### config.mk
export PLATFORM = sky130hd
export DESIGN_NAME = vend_dispenser
export DESIGN_NICKNAME = d
export VERILOG_FILES = /design/src/rtl/vend_dispenser.sv
export SDC_FILE = /design/constraint.sdc
export NUM_CORES = 1
export LEC_CHECK = 0
export BUFFER_PORTS_ARGS = -buffer_cell sky130_fd_sc_hd__clkbuf_2
export CAP_MARGIN = 0
export CORE_MARGIN = 4
export CORE_UTILIZATION = 40
export DETAILED_ROUTE_END_ITERATION = 6
export PLACE_DENSITY = 0.68
export SYNTH_ARGS = -nofsm -noshare
export SYNTH_HDL_FRONTEND = slang
export SYNTH_SLANG_ARGS = --single-unit
### constraint.sdc
create_clock -name clk -period 3.4 [get_ports clk]
set_input_delay 0.68 -clock clk [delete_from_list [all_inputs] [get_ports clk]]
set_output_delay 0.68 -clock clk [all_outputs]
set_load 0.03 [all_outputs]
### src/rtl/vend_dispenser.sv
// Actuator controller for the vending FSM: runs the product motor, then ejects
// change coins through the hopper, supervising every action with a timeout.
module vend_dispenser #(
  parameter int TIMEOUT_CYC = 64,
  parameter int GAP_CYC     = 4,
  parameter int TO_W        = 7
) (
  input  logic       clk,
  input  logic       rst,
  input  logic       vend,
  input  logic [1:0] change,
  input  logic       motor_done,
  input  logic       coin_ack,
  input  logic       fault_clr,
  output logic       busy,
  output logic       motor,
  output logic       coin_req,
  output logic [1:0] coins_left,
  output logic       fault,
  output logic       req_drop
);

  typedef enum logic [2:0] {
    IDLE  = 3'd0,
    VEND  = 3'd1,
    COIN  = 3'd2,
    GAP   = 3'd3,
    FAULT = 3'd4
  } state_t;

  localparam logic [TO_W-1:0] TO_LAST  = TO_W'(TIMEOUT_CYC - 1);
  localparam logic [TO_W-1:0] GAP_LAST = TO_W'(GAP_CYC - 1);

  state_t          state_reg;
  logic [TO_W-1:0] tcnt_reg;
  logic [1:0]      coins_left_reg;
  logic            pend_vend_reg;
  logic            req_drop_reg;
  logic            request;

  assign request = vend | (change != 2'd0);

  // tcnt is shared: timeout in VEND/COIN, gap length in GAP; zeroed on every entry.
  always_ff @(posedge clk) begin
    if (rst) begin
      state_reg      <= IDLE;
      tcnt_reg       <= '0;
      coins_left_reg <= 2'd0;
      pend_vend_reg  <= 1'b0;
      req_drop_reg   <= 1'b0;
    end else begin
      req_drop_reg <= (state_reg != IDLE) && request;
      tcnt_reg     <= tcnt_reg + TO_W'(1);
      case (state_reg)
        IDLE: begin
          if (request) begin
            pend_vend_reg  <= vend;
            coins_left_reg <= change;
            tcnt_reg       <= '0;
            state_reg      <= vend ? VEND : COIN;
          end
        end
        VEND: begin
          // A sensor on the timeout cycle wins over the fault.
          if (motor_done) begin
            pend_vend_reg <= 1'b0;
            tcnt_reg      <= '0;
            state_reg     <= (coins_left_reg != 2'd0) ? COIN : IDLE;
          end else if (tcnt_reg == TO_LAST) begin
            tcnt_reg  <= '0;
            state_reg <= FAULT;
          end
        end
        COIN: begin
          if (coin_ack) begin
            if (coins_left_reg != 2'd0) coins_left_reg <= coins_left_reg - 2'd1;
            tcnt_reg  <= '0;
            state_reg <= (coins_left_reg <= 2'd1) ? IDLE : GAP;
          end else if (tcnt_reg == TO_LAST) begin
            tcnt_reg  <= '0;
            state_reg <= FAULT;
          end
        end
        GAP: begin
          if (tcnt_reg == GAP_LAST) begin
            tcnt_reg  <= '0;
            state_reg <= COIN;
          end
        end
        FAULT: begin
          // coins_left is held here so the stalled count can be inspected.
          if (fault_clr) begin
            coins_left_reg <= 2'd0;
            pend_vend_reg  <= 1'b0;
            state_reg      <= IDLE;
          end
        end
        default: state_reg <= IDLE;
      endcase
    end
  end

  assign busy       = (state_reg != IDLE);
  assign motor      = (state_reg == VEND) && pend_vend_reg;
  assign coin_req   = (state_reg == COIN);
  assign fault      = (state_reg == FAULT);
  assign coins_left = coins_left_reg;
  assign req_drop   = req_drop_reg;

endmodule

==> results of run 1 <==
cell families (layout without fill, tap and decap cells):
kind of cell             after synthesis  in the layout  share of synthesized area
AO/OA/AOI/OAI                         21             21                     0.1601
adder cells (fa/ha/maj)                3              3                    0.04532
flip-flops                            14             14                     0.3384
AND/OR/NAND/NOR                       50             50                     0.3187
XOR/XNOR                               4              4                    0.04230
multiplexers                           2              2                    0.04078
buffers and inverters                 11             24                    0.05438
power groups by stage:
| stage | Combinational [W] | Clock [W] | Sequential, W |
|---|---|---|---|
| after floorplan | 0.0000745 | 0 | 0.000198 |
| after detailed placement | 0.000102 | 0 | 0.000197 |
| after global placement | 0.000102 | 0 | 0.000196 |
| after global routing | 0.000114 | 0.0000972 | 0.000196 |
| after CTS | 0.000103 | 0.0000917 | 0.000193 |
| final | 0.000101 | 0.0000884 | 0.000193 |
Yosys cell counts, drive strengths merged, types with 2 or more instances:
master	n	share of area
nor2	15	0.068
dfxtp	14	0.34
and3	4	0.036
a211oi	2	0.018
nor2b	2	0.015
nand2	6	0.027
or3b	2	0.021
o21ai	4	0.024
nor3b	2	0.018
buf	4	0.023
nand3	5	0.030
nor3	6	0.036
nor4	2	0.015
xor2	3	0.032
ha	3	0.045
o21bai	3	0.032
a21oi	8	0.048
inv	7	0.032
critical path: cells and delay by family (launching register included):
| kind | cells | cell delay [ns] |
|---|---|---|
| and+or+nand+nor | 1 | 0.29 |
| DFF | 1 | 0.60 |
| buffers and inverters | 2 | 0.40 |
layout make-up:
class	count	area [sq um]	share of cell area
Inverter	7	26.28	0.02807
Timing Repair Buffer	14	70.07	0.07487
Clock buffer	3	22.52	0.02406
Tap cell	27	33.78	0.03610
Sequential cell	14	280.3	0.2995
Multi-Input combinational cell	80	503.0	0.5374
through the flow:
stage	setup slack, ns	power [W]	util	area [sq um]	hold slack [ns]
after detailed placement	1.453	0.0002992	0.4656	913.4	0.4678
final	1.164	0.0003824	0.4770	935.9	0.4770
after floorplan	1.527	0.0002724	-	828.3	0.4301
after CTS	1.152	0.0003873	0.4770	935.9	0.4839
after global placement	1.509	0.0002980	0.4656	913.4	0.4513
after global routing	1.025	0.0004067	0.4770	935.9	0.5012
per-layer routing:
metal  global-route usage  part of all wire  wire length, microns
met4              0.05106            0.0048                     8
met1               0.1503              0.46                   762
met5                    0                 0                     0
met2               0.2184              0.49                   812
met3              0.03380             0.050                    84
path summary, 6_finish.rpt:
kind / start / endpoint / slack, ns / depth (start not counted)
setup / recovery: state_reg[1] / coin_req / 1.16 / 3
hold / removal: tcnt_reg[6] / tcnt_reg[6] / 0.48 / 2
setup reg to reg: tcnt_reg[0] / state_reg[0] / 1.61 / 6
hold reg to reg: tcnt_reg[6] / tcnt_reg[6] / 0.48 / 2
==> impl_results.md, run 1 <==
- Outcome: finished clean
- Leakage: 0.3957 nW
- Layout cells sized above 1: 0.2034
- Post-synth ARST share: 0
- Flops & latches, synth: 14
- Sw Share: 0.3243
- Clk pwr share: 0.231
- Die area: roughly 0.0029 sq mm
- Layout Cells excl Fill: roughly 150
- Worst VDD drop: approximately 250 uV
- Number of library cell types mapped by synthesis: 34
- Inserted Clock Buffers: 3
- Most frequent cells in the layout: nor2_1 (15), dfxtp_1 (14), clkbuf_2 (14)
- Power Internal: 0.0002584 W
- Initial antenna violation count: 0
- Cell Pwr Density: about 400 mW/mm^2
- Maximum root-to-sink buffer count: 2
- Number of enable flip-flop cells after synthesis: 0
- Fillers: between 200 and 250
- Antenna fix cells: 0
- Net Sw Power: around 0.00012 W
- Mapped Area: about 830 sq um
- Cells resized by post-CTS repair: 0
- Final hold viol count: 0
- DRT iter0 DRCs: 11
- Max-cap violations: 0
- Routed WL per cell: between 10 and 15 microns
- Nets: 131
- Antenna Violating Nets Remaining: 0
- I/O Buffers: 14
- Worst Setup Start Kind: flop
- Via density: roughly 5.3
- Comb pwr share: 0.264
- CTS Root Cell: clkbuf_4
- Critical Path Max Stage Delay: 0.60 ns
- Pre-Repair DR Iteration Count: 4
- Die Y: between 50 and 60 microns
- Clock sinks: 14
- Fin Clk Skew: about 0.0027 ns
- Global-route wire length before repair: approximately 2600 microns
- Min-Delay Path Class: reg -> reg
- Fmax achieved: 447.2 MHz
- RSZ-0062 raised after global routing: false
- Tmin final: ~2.2 ns
- Number of flip-flops in the largest register: 7
- Top-Level Pins: 15
- CTS clk-pin slew, worst paths: 0.08 ns
- Skew-Pair Late Insertion Delay: about 0.27 ns
- Synth warn: 0
- Detailed-route DRC error count: 0
- CP Max Fanout: 15
- Total grt overflow: 0
- Routed WL: ~1700 microns
- Vias in the first global route: ~660
- Final period util: 0.6576
- Largest net degree at the start of global routing: 16
- Final setup violating endpoints: 0
- Critical path class: reg -> out
- Seq pwr share: 0.505
- Syn Area/Cell: 7.889 sq um
- Critical Path Slowest Stage Cell: dfxtp_1
- CTS Hold Bufs: 0
- CTS tree: built
- Mapped Cells: about 110
- Post-CTS Repair Setup Buffers: 0
- Synth Flop Type: dfxtp_1
- Core area: between 0.0015 and 0.002 sq mm
- Relative slew slack: 0.6894
- DP Cell Count: ~140
- Vias: between 700 and 800
- Final TNS setup: 0 ns
- Cell row count: 16
- Initial core utilization: 0.4222
- Commonest non-fill, non-tap cell in the layout: nor2_1
- Die W: 53.51 microns
- P&R area growth vs syn: 12.99%
- Hpwl dp: between 1000 and 1500 microns
- Worst EP required: 2.72 ns
- Post-synthesis net count: roughly 120
- WP data arrival: approximately 1.6 ns
- Gr usage total: 0.1279
- Max-slew violation count: 0
- Slew @ Worst Pin: between 0.4 and 0.5 ns
- Setup crit end kind: primary output
- H-tree lvl count: 1
- Sequential share of the synthesized area: 0.3384
- Placer Congestion: a little under 0.8
- Cell Chain, Critical Path: inv_1 > nor3_1 > clkbuf_2
No activity file was read; power rests on OpenSTA's default activity.
==> run 2: changes to the inputs <==
- clock period: 3.4 -> 2.13 ns (I/O delays scaled with it)
==> run 2 against run 1 <==
  * Combinational power up 73%
  * Non-clock buffer count is 2 higher
  * Routed wire length up 9.4%
  * Setup slack got worse by 0.89 ns
  * Worst hold slack worse by 0.032 ns
  * Count of clock-buffer cells in the layout increased by 1
  * Global-route usage grew 2.0 points
  * Critical path type unchanged
  * Largest cell class unchanged
  * Highest routed layer unchanged
==> impl_results.md, run 2 (synthesis results as in run 1) <==
- DRT iter0 DRCs: 15 (+4)
- P&R area growth vs syn: 16.62%
- Top-Level Pins: 15 (unchanged)
- Layout Cells excl Fill: 148 (+2.1%)
- Vias: 784 (+2.8%)
- GR Util met3: 0.05352 (+0.01972)
- Tmin final: roughly 1.9 ns
- Cell family with most CP delay: flip-flops
- GRT Max-Usage Layer: met2
- Worst VDD drop: 437.5 uV (+77%)
- Skew-Pair Late Insertion Delay: 0.28 ns (about the same)
- Routed WL per cell: 12.32 microns (+7.1%)
- Max-slew violation count: 0 (unchanged)
- Core area: 0.001962 sq mm (unchanged)
- Worst EP required: 1.70 ns (-1.02 ns)
- Final setup violating endpoints: 0 (unchanged)
- CTS Root Cell: clkbuf_4
- Routed WL: 1823 microns (+9.4%)
- Critical Path Slowest Stage Cell: dfxtp_2
- Clock sinks: 14 (unchanged)
- Initial core utilization: 0.4222 (unchanged)
- Leakage: 0.4136 nW (+4.5%)
- Die Y: 53.51 microns (unchanged)
- Most frequent cells in the layout: nor2_1 (15), clkbuf_2 (14), dfxtp_1 (13)
- CTS clk-pin slew, worst paths: 0.09 ns (about the same)
- WP data arrival: 1.43 ns (-0.13 ns)
- Hpwl dp: 1410 microns (+7.5%)
- Fin Clk Skew: 0.009863 ns (+0.007136 ns)
- Layout Utilization: 0.4923 (+0.01531)
- Relative slew slack: 0.6967 (+0.007297)
- Tot Pwr: 0.0006702 W (+75%)
- Final TNS setup: 0 ns (unchanged)
- Slew @ Worst Pin: 0.4544 ns (-0.01093 ns)
- Pre-Repair DR Iteration Count: 4 (unchanged)
- Hold Worst Slack: 0.4448 ns (-0.03213 ns)
- Outcome: finished clean
- Final period util: 0.8702
- Fmax achieved: around 540 MHz
- Bufs and invs on worst path: 2 (unchanged)
- Inserted Clock Buffers: 3 (unchanged)
- Cell row count: 16 (unchanged)
- Worst Setup Start Kind: flop
- Critical path class: reg -> out
- Commonest non-fill, non-tap cell in the layout: nor2_1
- Die W: 53.51 microns (unchanged)
- Largest net degree at the start of global routing: 16 (unchanged)
- Placer Congestion: 0.8290 (+7.3%)
- Layout cells sized above 1: 0.2314 (+0.02802)
- H-tree lvl count: 1 (unchanged)
- Setup crit end kind: primary output
- Detailed-route DRC error count: 0 (unchanged)
- Sequential Area: 281.5 sq um (+0.45%)
- Fillers: 216 (-1.8%)
- Slack of the worst reg-to-reg path: 0.34 ns (-1.27 ns)
- Vias in the first global route: 756 (+15%)
- I/O Buffers: 14 (unchanged)
- Maximum root-to-sink buffer count: 2 (unchanged)
- Critical Path Max Stage Delay: 0.49 ns (-0.11 ns)
- Initial antenna violation count: 0 (unchanged)
- CP Max Fanout: 15 (unchanged)
- Max-cap violations: 0 (unchanged)
- Cell Pwr Density: 693.9 mW/mm^2 (+70%)
- Via density: 5.297 (+0.67%)
- Total grt overflow: 0 (unchanged)
- Min-Delay Path Class: in -> reg
- Global-route wire length before repair: 3091 microns (+17%)
- Nets: 133 (+1.5%)
- DP Cell Count: 144 (+1.4%)
- Cell Chain, Critical Path: inv_1 > nor3_1 > clkbuf_2
- GR Util met2: 0.2571 (+0.03878)
- CTS tree: built
- RSZ-0062 raised after global routing: false
- Met1 usage: 0.1670 (+0.01661)
- Number of flip-flops in the largest register: 7 (unchanged)
- Multi-input gate area: 503.0 sq um (unchanged)
- Die area: 0.002863 sq mm (unchanged)
- Antenna Violating Nets Remaining: 0 (unchanged)
- Gr usage total: 0.1475 (+0.01961)
- Antenna fix cells: 0 (unchanged)
- Final hold viol count: 0 (unchanged)
[run 2: changes by cell type in the layout (fill, tap and decap cells not counted), sizes merged]
cell,before,now
clkbuf,17,18
buf,0,2
[run 2: final cells by class]
cell class                      instances  share of cell area
Sequential cell                        14              0.2915
Tap cell                               27             0.03497
Timing Repair Buffer                   16             0.08808
Clock buffer                            4             0.03756
Inverter                                7             0.02720
Multi-Input combinational cell         80              0.5207
[run 2: through the flow]
step | instance area [sq um] | setup slack, ns
2_1_floorplan | 828.3 | 0.2570
3_3_place_gp | 928.4 | 0.3776
4_1_cts | 964.7 | 0.1160
6_report | 965.9 | 0.2765
3_5_place_dp | 928.4 | 0.3232
5_1_grt | 965.9 | 0.1395
[run 2: worst paths after layout]
path,from,to,cells past startpoint
setup / recovery,state_reg[1],coin_req,3
hold reg to reg,tcnt_reg[6],tcnt_reg[6],2
hold / removal,rst,state_reg[1],2
setup reg to reg,coins_left[0],coins_left[0],7
[run 2: per-layer routing]
layer / part of all wire / routed length [microns]
met2: 0.52 / 947
met4: 0.0038 / 7
met5: 0 / 0
met1: 0.43 / 786
met3: 0.045 / 82
[run 2: worst register-to-register path, delay by kind of cell (launching register included)]
kind	cells	cell delay, ns
buffers and inverters	1	0.07
and+or+nand+nor	3	0.63
DFF	1	0.44
adders and majority gates	1	0.21
AOI/OAI and AO/OA	2	0.34
[run 2: timing repair]
item                                    in CTS  in global routing
hold buffers                                 0                  0
resized for setup                            0                  1
endpoints found under the setup margin       0                  1
endpoints found under the hold margin        0                  0
setup buffers                                0                  0
[run 2: power by group]
group	leakage [nW]	total (W)	switching, W	internal, W
Sequential	0.115	0.000303	0.0000218	0.000281
Combinational	0.278	0.000175	0.000104	0.0000708
Clock	0.0210	0.000193	0.0000889	0.000104
Total	0.414	0.000670	0.000215	0.000455
==> run 3: changes to the inputs <==
==> constraint.sdc (replaced) <==
create_clock -name clk -period 2.13 [get_ports clk]
set_input_delay 0.213 -clock clk [delete_from_list [all_inputs] [get_ports clk]]
set_output_delay 0.213 -clock clk [all_outputs]
set_load 0.03 [all_outputs]
==> run 3 against run 2 <==
  * Setup slack gained 0.065 ns
  * Via count down 1.5%
  * Routed wire length decreased by 5.8%
  * First-iteration DRC count decreased by 47%
  * Maximum frequency grew 3.6%
  * Clock power is 23% lower
  * Worst hold slack worse by 0.22 ns
  * Die area unchanged
  * Non-clock buffer count decreased by 1
  * Global-route usage down 0.42 points
  * Power fell by 6.9%
  * Largest cell class unchanged
  * Highest routed layer unchanged
==> impl_results.md, run 3 (synthesis results as in run 1) <==
- Outcome: finished clean
- Placer Congestion: 0.8134 (-1.9%)
- Fmax achieved: 559.0 MHz (+3.6%)
- Hpwl dp: 1325 microns (-6.0%)
- Top-Level Pins: 15 (unchanged)
- Routed WL: 1717 microns (-5.8%)
- Max-cap violations: 0 (unchanged)
- Initial antenna violation count: 0 (unchanged)
- Seq pwr share: 0.483 (+0.031)
- Slack of the worst reg-to-reg path: 0.34 ns (about the same)
- Cell Pwr Density: 661.5 mW/mm^2 (-4.7%)
- Cell family with most CP delay: simple AND/OR/NAND/NOR gates
- Commonest non-fill, non-tap cell in the layout: nor2_1
- P&R area growth vs syn: 13.90%
- Most frequent cells in the layout: nor2_1 (15), dfxtp_1 (14), clkbuf_2 (14)
- Gr usage total: 0.1433 (-0.004249)
- H-tree lvl count: 1 (unchanged)
- Pre-Repair DR Iteration Count: 4 (unchanged)
- Core area: 0.001962 sq mm (unchanged)
- Die W: 53.51 microns (unchanged)
- Tot Pwr: 0.0006240 W (-6.9%)
- Clk pwr share: 0.239 (-0.049)
- Net Sw Power: 0.0002082 W (-3.0%)
- Layout cells sized above 1: 0.2101 (-0.02132)
- Critical Path Slowest Stage Cell: dfxtp_1
- Final period util: 0.8399 (-0.03029)
- Worst Setup Start Kind: flop
- CTS tree: built
- Fin Clk Skew: 0.01438 ns (+0.004517 ns)
- HP Start: rst
- Inserted Clock Buffers: 3 (unchanged)
- Antenna fix cells: 0 (unchanged)
- DRT iter0 DRCs: 8 (-7)
- R2R Path Start: state_reg[1]
- Clock sinks: 14 (unchanged)
- Via density: 5.288 (-0.18%)
- Die area: 0.002863 sq mm (unchanged)
- Detailed-route DRC error count: 0 (unchanged)
- Maximum root-to-sink buffer count: 2 (unchanged)
- Cell row count: 16 (unchanged)
- Initial core utilization: 0.4222 (unchanged)
- I/O Buffers: 14 (unchanged)
- Global-route wire length before repair: 3001 microns (-2.9%)
- Power Internal: 0.0004158 W (-8.7%)
- CTS Root Cell: clkbuf_4
- Nets: 132 (-0.75%)
- Hold Worst Slack: 0.2298 ns (-0.2150 ns)
- WP data arrival: 2.00 ns (+0.57 ns)
- Min-Delay Path Class: in -> reg
- Skew-Pair Late Insertion Delay: 0.28 ns (about the same)
- Critical path class: reg -> reg
- Relative slew slack: 0.6710 (-0.02568)
- Bufs and invs on worst path: 0 (-2)
- Routed WL per cell: 11.76 microns (-4.5%)
- Worst EP required: 2.34 ns (+0.64 ns)
- Die Y: 53.51 microns (unchanged)
- Worst VDD drop: 414.9 uV (-5.2%)
- Sw Share: 0.3336 (+0.01323)
- Comb pwr share: 0.279 (+0.018)
- Final hold viol count: 0 (unchanged)
- Max-slew violation count: 0 (unchanged)
- Vias in the first global route: 726 (-4.0%)
- CTS Hold Bufs: 0 (unchanged)
- Vias: 772 (-1.5%)
- CTS clk-pin slew, worst paths: 0.09 ns (about the same)
- Cells resized by post-CTS repair: 0 (unchanged)
- Critical Path Max Stage Delay: 0.61 ns (+0.12 ns)
- Antenna Violating Nets Remaining: 0 (unchanged)
- Final TNS setup: 0 ns (unchanged)
- Final setup violating endpoints: 0 (unchanged)
- Number of flip-flops in the largest register: 7 (unchanged)
- Total grt overflow: 0 (unchanged)
- CP Max Fanout: 15 (unchanged)
- Setup crit end kind: flop
- RSZ-0062 raised after global routing: false
- Cell Chain, Critical Path: or3b_2 > a21oi_1 > and2b_1 > o21bai_2 > nor2_1
- Tmin final: 1.789 ns (-0.06451 ns)
- Fillers: 212 (-1.9%)
- Post-CTS Repair Setup Buffers: 0 (unchanged)
- Largest net degree at the start of global routing: 16 (unchanged)
- Leakage: 0.4008 nW (-3.1%)
- Slew @ Worst Pin: 0.4898 ns (+0.03537 ns)
- Worst setup path start: state_reg[1]
## run 3: cell count changes in the layout (fill, tap and decap cells not counted)
cell,delta
buf_4,-1
clkbuf_8,-1
dfxtp_1,+1
dfxtp_2,-1
## run 3: power by group through the flow
stage / clock network [W] / registers, W / logic (W)
6_report: 0.000149 / 0.000301 / 0.000174
3_3_place_gp: 0 / 0.000306 / 0.000171
5_1_grt: 0.000169 / 0.000305 / 0.000196
3_5_place_dp: 0 / 0.000307 / 0.000174
2_1_floorplan: 0 / 0.000316 / 0.000119
4_1_cts: 0.000154 / 0.000301 / 0.000175
## run 3: layer usage
layer	share of wire	global-route usage	up-vias
met3	0.047	0.05070	2
met5	0	0	-
met4	0.0041	0.02553	0
met1	0.43	0.1664	354
met2	0.52	0.2531	17
li1	-	-	399
## run 3: through the flow
step	setup WS (ns)	cells	instance area [sq um]	util
6_report	0.3410	146	943.4	0.4809
5_1_grt	0.1433	146	943.4	0.4809
4_1_cts	0.3350	146	943.4	0.4809
3_5_place_dp	0.3740	143	920.9	0.4694
3_3_place_gp	0.4148	143	920.9	0.4694
2_1_floorplan	0.2570	105	828.3	-
## run 3: worst paths after layout
path / to / depth (start not counted)
worst max register to register: tcnt_reg[3] / 5
worst min register to register: tcnt_reg[6] / 2
worst max-delay path: tcnt_reg[3] / 5
worst min-delay path: state_reg[1] / 2
## run 3: area by class of cell
class | instances | area (sq um) | area share
inverters | 7 | 26.28 | 0.02785
flip-flops and latches | 14 | 280.3 | 0.2971
repair buffers | 15 | 77.57 | 0.08223
well taps | 27 | 33.78 | 0.03581
multi-input cells | 80 | 503.0 | 0.5332
clock buffers | 3 | 22.52 | 0.02387
